`src/rtl/vga_sync_gen.sv`:
```
// 640x480@60 VGA timing generator: pixel-rate enable, h/v counters, and
// registered sync/blanking decode kept cycle-aligned with pixel_x/pixel_y.
module vga_sync_gen #(
    parameter int H_DISPLAY = 640,
    parameter int H_FP      = 16,
    parameter int H_SYNC    = 96,
    parameter int H_BP      = 48,
    parameter int V_DISPLAY = 480,
    parameter int V_FP      = 10,
    parameter int V_SYNC    = 2,
    parameter int V_BP      = 33,
    parameter int CLK_DIV   = 4
) (
    input  logic       clk,
    input  logic       reset,
    output logic       p_tick,
    output logic       hsync,
    output logic       vsync,
    output logic       video_on,
    output logic [9:0] pixel_x,
    output logic [9:0] pixel_y,
    output logic       frame_start
);

    localparam int H_TOTAL = H_DISPLAY + H_FP + H_SYNC + H_BP;
    localparam int V_TOTAL = V_DISPLAY + V_FP + V_SYNC + V_BP;
    localparam int DIV_W   = (CLK_DIV > 1) ? $clog2(CLK_DIV) : 1;

    localparam logic [DIV_W-1:0] DIV_LAST = DIV_W'(CLK_DIV - 1);
    localparam logic [9:0] H_LAST   = 10'(H_TOTAL - 1);
    localparam logic [9:0] V_LAST   = 10'(V_TOTAL - 1);
    localparam logic [9:0] H_VIS    = 10'(H_DISPLAY);
    localparam logic [9:0] V_VIS    = 10'(V_DISPLAY);
    localparam logic [9:0] HS_START = 10'(H_DISPLAY + H_FP);
    localparam logic [9:0] HS_END   = 10'(H_DISPLAY + H_FP + H_SYNC);
    localparam logic [9:0] VS_START = 10'(V_DISPLAY + V_FP);
    localparam logic [9:0] VS_END   = 10'(V_DISPLAY + V_FP + V_SYNC);

    logic [DIV_W-1:0] r_div;
    logic             r_tick;
    logic [9:0]       r_h;
    logic [9:0]       r_v;
    logic             r_hsync;
    logic             r_vsync;
    logic             r_video;
    logic             r_frame;

    logic             w_div_last;
    logic             w_h_last;
    logic             w_v_last;
    logic [9:0]       w_h_next;
    logic [9:0]       w_v_next;
    logic             w_hsync_next;
    logic             w_vsync_next;
    logic             w_video_next;
    logic             w_frame_next;

    always_comb begin
        w_div_last = (r_div == DIV_LAST);
        w_h_last   = (r_h == H_LAST);
        w_v_last   = (r_v == V_LAST);
        w_h_next   = r_h;
        w_v_next   = r_v;
        if (r_tick) begin
            w_h_next = w_h_last ? '0 : r_h + 10'd1;
            if (w_h_last) begin
                w_v_next = w_v_last ? '0 : r_v + 10'd1;
            end
        end
    end

    // Decode from next-state counts so registered syncs land with pixel_x/y.
    always_comb begin
        w_hsync_next = !((w_h_next >= HS_START) && (w_h_next < HS_END));
        w_vsync_next = !((w_v_next >= VS_START) && (w_v_next < VS_END));
        w_video_next = (w_h_next < H_VIS) && (w_v_next < V_VIS);
        w_frame_next = w_div_last && (w_h_next == H_LAST) && (w_v_next == V_LAST);
    end

    always_ff @(posedge clk or posedge reset) begin
        if (reset) begin
            r_div   <= '0;
            r_tick  <= 1'b0;
            r_h     <= '0;
            r_v     <= '0;
            r_hsync <= 1'b1;
            r_vsync <= 1'b1;
            r_video <= 1'b1;
            r_frame <= 1'b0;
        end else begin
            r_div   <= w_div_last ? '0 : r_div + DIV_W'(1);
            r_tick  <= w_div_last;
            r_h     <= w_h_next;
            r_v     <= w_v_next;
            r_hsync <= w_hsync_next;
            r_vsync <= w_vsync_next;
            r_video <= w_video_next;
            r_frame <= w_frame_next;
        end
    end

    assign p_tick      = r_tick;
    assign hsync       = r_hsync;
    assign vsync       = r_vsync;
    assign video_on    = r_video;
    assign pixel_x     = r_h;
    assign pixel_y     = r_v;
    assign frame_start = r_frame;

endmodule
```
`config.mk`:
```
export PLATFORM = sky130hd
export DESIGN_NAME = vga_sync_gen
export DESIGN_NICKNAME = d
export VERILOG_FILES = /design/src/rtl/vga_sync_gen.sv
export SDC_FILE = /design/constraint.sdc
export NUM_CORES = 1
export LEC_CHECK = 0
export CAP_MARGIN = 40
export CORE_AREA = 2 2 70 72
export CTS_CLUSTER_DIAMETER = 30
export DETAILED_ROUTE_END_ITERATION = 10
export DIE_AREA = 0 0 72 74
export MAX_ROUTING_LAYER = met4
export PLACE_DENSITY = 0.67
export SLEW_MARGIN = 30
export SYNTH_ARGS = -nofsm -noshare
export SYNTH_HDL_FRONTEND = slang
export SYNTH_SLANG_ARGS = --single-unit
```
`constraint.sdc`:
```
create_clock -name clk -period 3.1 [get_ports clk]
set_clock_uncertainty 0.2 [all_clocks]
set_input_delay 0.62 -clock clk [delete_from_list [all_inputs] [get_ports clk]]
set_output_delay 0.62 -clock clk [all_outputs]
set_load 0.05 [all_outputs]
```
Word level (Yosys, flattened, before mapping)
Index checks and enable logic that the tools add are counted.

Register bits after elaboration: 27. Bits in latches: 0. Memory bits (writable): 0. Memory bits (read-only): 0. Input port bits: 2. Output and inout bits: 25. Word-level logic and storage cells: 35. Memories: 0.

$add $sub $neg: 3. $mul: 0. Div/mod/pow operators: 0. Order comparisons: 6. Equality and inequality tests: 5. Shift operators: 0. Muxes and demuxes: 6. Bitwise operators: 0. Reduce and logical (&&, ||, !) cells: 7.

Operators by type and width (count): 2-to-1 mux 10 bit (5); == test 10 bit, second input constant (4); adder 10 x 1 -> 10 bit, second input constant (2); < comparator 10 bit, second input constant (2); < comparator 10 x 9 -> 1 bit, second input constant (2); greater-or-equal comparator 10 bit, second input constant (1); greater-or-equal comparator 10 x 9 -> 1 bit, second input constant (1); logical AND 1 bit (5); adder 2 x 1 -> 2 bit, second input constant (1); == test 2 bit, second input constant (1); zero test 1 bit (2); 2-to-1 mux 2 bit (1).

Logic depth before layout (Yosys ltp)
Word-level depth: 7. Gate-level depth with buffers: 8. Mapped depth without buffers: 7.

Least setup slack after synthesis
OpenSTA, ideal clock, no wires.

Path type: reg-to-reg. From: reg r_h[0], in the netlist pixel_x[0]. To: reg r_video, in the netlist video_on. Library setup time: 81 ps. Arrival: 2440 ps. Required time: 2819 ps. Slack: 379 ps. Cell stages (with the launch flop): 7. Path buffers: 0. Clock period less this slack: 2721 ps. Cells stage by stage: dfrtp_1 -> ha_1 -> nand3_1 -> or4_4 -> or4_1 -> o211a_2 -> a211oi_2.

Cells in the longest elaborated chain, start to end: 5. Elaborated cells between the ends (all ways): 9. Classes of those cells: 1 x add/sub; 2 x order compare; 1 x eq/ne; 4 x mux; 1 x reduce/logical.

RTL lines: start: declaration (RTL line 41) `logic [9:0] r_h;`; start signal: assignment (RTL line 93) `r_h <= w_h_next;`; adder 10 x 1 -> 10 bit or == test 10 bit (tied branches) (RTL line 65, 60); 2-to-1 mux 10 bit, on equally long branches (RTL line 65, 66); 2-to-1 mux 10 bit (RTL line 64) `if (r_tick) begin`; < comparator 10 bit or < comparator 10 x 9 -> 1 bit (tied branches) (RTL line 76) `w_video_next = (w_h_next < H_VIS) && (w_v_next < V_VIS);`; logical AND 1 bit * (RTL line 76); via w_video_next (RTL line 55) `logic w_video_next;`; end signal: assignment (RTL line 97) `r_video <= w_video_next;`; end: declaration (RTL line 45) `logic r_video;`.

Mark *: on every way through the listed nets, which the timed path passes. The rest lies on a longest branch.

Worst setup path in the final report
From: reg r_h[0], in the netlist pixel_x[0]. To: reg r_frame, in the netlist frame_start.

Cells in the longest elaborated chain, start to end: 6. Elaborated cells between the ends (all ways): 10. Classes of those cells: 1 x add/sub; 3 x eq/ne; 4 x mux; 2 x reduce/logical.

RTL lines: adder 10 x 1 -> 10 bit or == test 10 bit (tied branches) (RTL line 65, 60); 2-to-1 mux 10 bit (RTL line 65) `w_h_next = w_h_last ? '0 : r_h + 10'd1;`; 2-to-1 mux 10 bit (RTL line 64); == test 10 bit (RTL line 77) `w_frame_next = w_div_last && (w_h_next == H_LAST) && (w_v_next == V_LAST);`; logical AND 1 bit (RTL line 77); logical AND 1 bit * (RTL line 77); via w_frame_next (RTL line 56) `logic w_frame_next;`; end signal: assignment (RTL line 98) `r_frame <= w_frame_next;`; end: declaration (RTL line 46) `logic r_frame;`.

Marked as above.

==> results by group <==
CTS
  – Post-cts hold buffer count: 0
  – Worst skew pair latency: ~0.28 ns
  – H-tree depth: 1
  – TritonCTS buffer count: 3
  – CTS resizes: 0
  – Post-CTS setup buffers: 0
  – Clock-pin slew of the registers on the worst-case setup and hold paths: 0.10 ns
  – Clock Sinks: 27
  – CTS Buffer Depth: 2
  – CTS tree: done
  – Clk root buf: clkbuf_8

Detailed routing
  – Antenna Nets Post-Route: 0
  – DRT Pass-1 Iters: 4
  – Total number of vias: between 1500 and 2000
  – DRC: 0
  – First DRT Iteration DRCs: between 200 and 250
  – Drt total wl: 4.27 mm
  – WL/cell: ~15 um
  – Via density: slightly below 6

Layout
  – Fin nets: 236
  – # diodes: 0
  – Layout area overhead: 19.2%
  – Non-filler instance count after layout: 283
  – Fraction of layout cells with a size suffix above 1: 0.0786

Synthesis
  – Register area share after synthesis: 0.378
  – Avg Synthesized Cell Area: 8.51 sq um
  – Top FF cell, synth: dfrtp_1
  – Number of enable flip-flop cells after synthesis: 0
  – Flops & latches, synth: 27
  – Synthesis Warnings: 0
  – Mapped Nets: between 200 and 250
  – Yosys cell types: between 40 and 50
  – Mapped cell area: around 1800 sq um
  – Syn Inst Count: 211
  – Ys async rst share: 1.00

Floorplanning
  – Core area: 4600 sq um
  – Die Wd: roughly 72 um
  – Die Footprint: around 5300 sq um
  – Ports: 27
  – Row count: 25
  – Die H: approximately 74 um
  – Initial Utilization: 0.390

Global route
  – Initial antenna violation count: 0
  – Total global-route track usage: 0.176
  – Largest net degree at the start of global routing: 28
  – First-pass GRT wire length: 7.21 mm
  – Total gr overflow: 0
  – Vias in the first global route: between 1000 and 1500

Critical path
  – Reg2reg start: pixel_x[0]$_DFF_PP0_
  – Setup crit start kind: flip-flop
  – CP Capture Type: flip-flop
  – FF-to-FF setup slack: 0.40 ns
  – Worst setup path startpoint: pixel_x[0]$_DFF_PP0_
  – Worst path required time: roughly 3.1 ns
  – Crit Path Category: reg2reg
  – CP max FO: 11
  – Worst Path Arrival: ~2.7 ns

Timing
  – Worst-Margin Slew: slightly below 0.6 ns
  – Setup Viol. Count Final: 0
  – Slew HR: 0.605
  – Final period utilization: 0.872
  – Setup WS post-layout: slightly below 0.4 ns
  – Count of final max-slew check failures: 0
  – Post-route setup TNS: 0 ns
  – F_max: about 370 MHz
  – Final-report hold violation count: 0
  – Min cycle time layout: 2.70 ns
  – RSZ-0062 raised after global routing: false

Job
  – Max-Cap Viols: 0

Placement
  – Dpl hpwl: roughly 3 mm
  – Port-buffer cells: 26
  – Dpl cells: around 280
  – Place WS: ~0.47 ns
  – GP Congestion: 0.874

Status
  – Run status: completed

Power and ir drop
  – Pwr dens: about 270 nW/um^2
  – Maximum VDD drop: 0.159 mV
  – P_leak: about 0.84 nW

Worst hold path
  – Hold path start: r_div[0]$_DFF_PP0_
  – Min-delay worst type: reg2reg
[sequential cells by signal (all words and copies together), names as in the netlist]
register	flops
pixel_x	10
vsync	1
r_div	2
frame_start	1
pixel_y	10
hsync	1
p_tick	1
video_on	1
[final timing paths]
path                                    endpoint  cells after the start
setup / recovery           frame_start$_DFF_PP0_                      6
hold / removal                r_div[0]$_DFF_PP0_                      1
setup reg to reg           frame_start$_DFF_PP0_                      6
hold reg to reg               r_div[0]$_DFF_PP0_                      1
max in group asynchronous        hsync$_DFF_PP1_                      3
min in group asynchronous   pixel_y[6]$_DFF_PP0_                      3
[cells in the final DEF, fill, tap and decap left out, types with 3 or more instances in the layout]
cell | netlist | layout
buf_4 | 0 | 5
and4_1 | 6 | 6
clkdlybuf4s50_1 | 0 | 26
o21ai_0 | 10 | 10
inv_1 | 10 | 10
a31oi_1 | 4 | 4
nor3_1 | 5 | 5
clkbuf_8 | 0 | 3
ha_1 | 4 | 4
xnor2_1 | 9 | 9
nor4_1 | 7 | 7
dfrtp_1 | 24 | 24
nand2_1 | 19 | 19
o22ai_1 | 5 | 5
dfstp_2 | 3 | 3
nand4_1 | 9 | 9
and3_1 | 7 | 7
nor2_1 | 12 | 12
nand3_1 | 16 | 16
nand2b_1 | 4 | 4
a21oi_1 | 10 | 10
[cells in the mapped netlist (all sizes together), types with 2 or more instances]
| cell type | count | area, sq um |
|---|---|---|
| inv | 10 | 37.5 |
| o22ai | 5 | 31.3 |
| nand4bb | 2 | 38.8 |
| nor2b | 2 | 12.5 |
| or2 | 2 | 12.5 |
| a21oi | 10 | 50.1 |
| and3 | 7 | 43.8 |
| o21ai | 10 | 50.1 |
| a31oi | 4 | 25.0 |
| nand2 | 19 | 71.3 |
| or4 | 2 | 18.8 |
| nand3 | 16 | 80.1 |
| clkbuf | 14 | 52.6 |
| nand4 | 9 | 56.3 |
| nand2b | 4 | 25.0 |
| xnor2 | 9 | 78.8 |
| buf | 3 | 13.8 |
| dfrtp | 24 | 601 |
| nor3 | 5 | 25.0 |
| dfstp | 3 | 78.8 |
| nor2 | 12 | 45.0 |
| and4 | 6 | 52.6 |
| o211a | 3 | 30.0 |
| ha | 4 | 50.1 |
| nor4 | 7 | 43.8 |
[kinds of logic (layout without fill, tap and decap cells)]
family | Yosys count | after routing | share of synthesized area
xor+xnor | 10 | 10 | 0.0488
simple gates | 100 | 100 | 0.325
fa+ha+maj | 4 | 4 | 0.0279
mux | 1 | 1 | 0.00558
compound gates | 42 | 42 | 0.156
flops | 27 | 27 | 0.378
buf+inv | 27 | 45 | 0.0578
[stage by stage]
| stage | utilization | total power [mW] | cell area, sq um | hold WS [ns] |
|---|---|---|---|---|
| CTS | 0.465 | 0.580 | 2140 | 0.243 |
| global route | 0.465 | 0.590 | 2140 | 0.258 |
| global placement | 0.456 | 0.368 | 2090 | 0.217 |
| finish | 0.465 | 0.572 | 2140 | 0.235 |
| detailed placement | 0.456 | 0.369 | 2090 | 0.228 |
| floorplan | - | 0.364 | 1800 | 0.203 |
[where the power goes]
group          switching, mW  total, mW  internal, mW
Combinational        0.00695    0.00897       0.00202
Sequential                 0      0.352         0.352
Clock                  0.118      0.211        0.0925
[metal layers]
metal  share of wire  up-vias  global-route usage
met4           0.025        0              0.0671
met1            0.46      771               0.244
met5               0        -                   -
li1                -      814                   -
met3           0.045       14              0.0163
met2            0.47       58               0.270
[area by class of cell]
type,instances,area [sq um]
clock buffers,4,45.0
multi-input cells,157,1010
inverters,10,37.5
well taps,54,67.6
fillers,449,2460
repair buffers,31,298
flip-flops and latches,27,679
[worst max-delay path, cell delays in order, from the launching register on]
cell and delay (ns):
dfrtp_1 0.45, ha_1 0.29, and3_1 0.32, nand4_1 0.44, nor4_1 0.39, o221ai_1 0.17
nor4_1 0.33
Power figures use the tool's default switching activity.
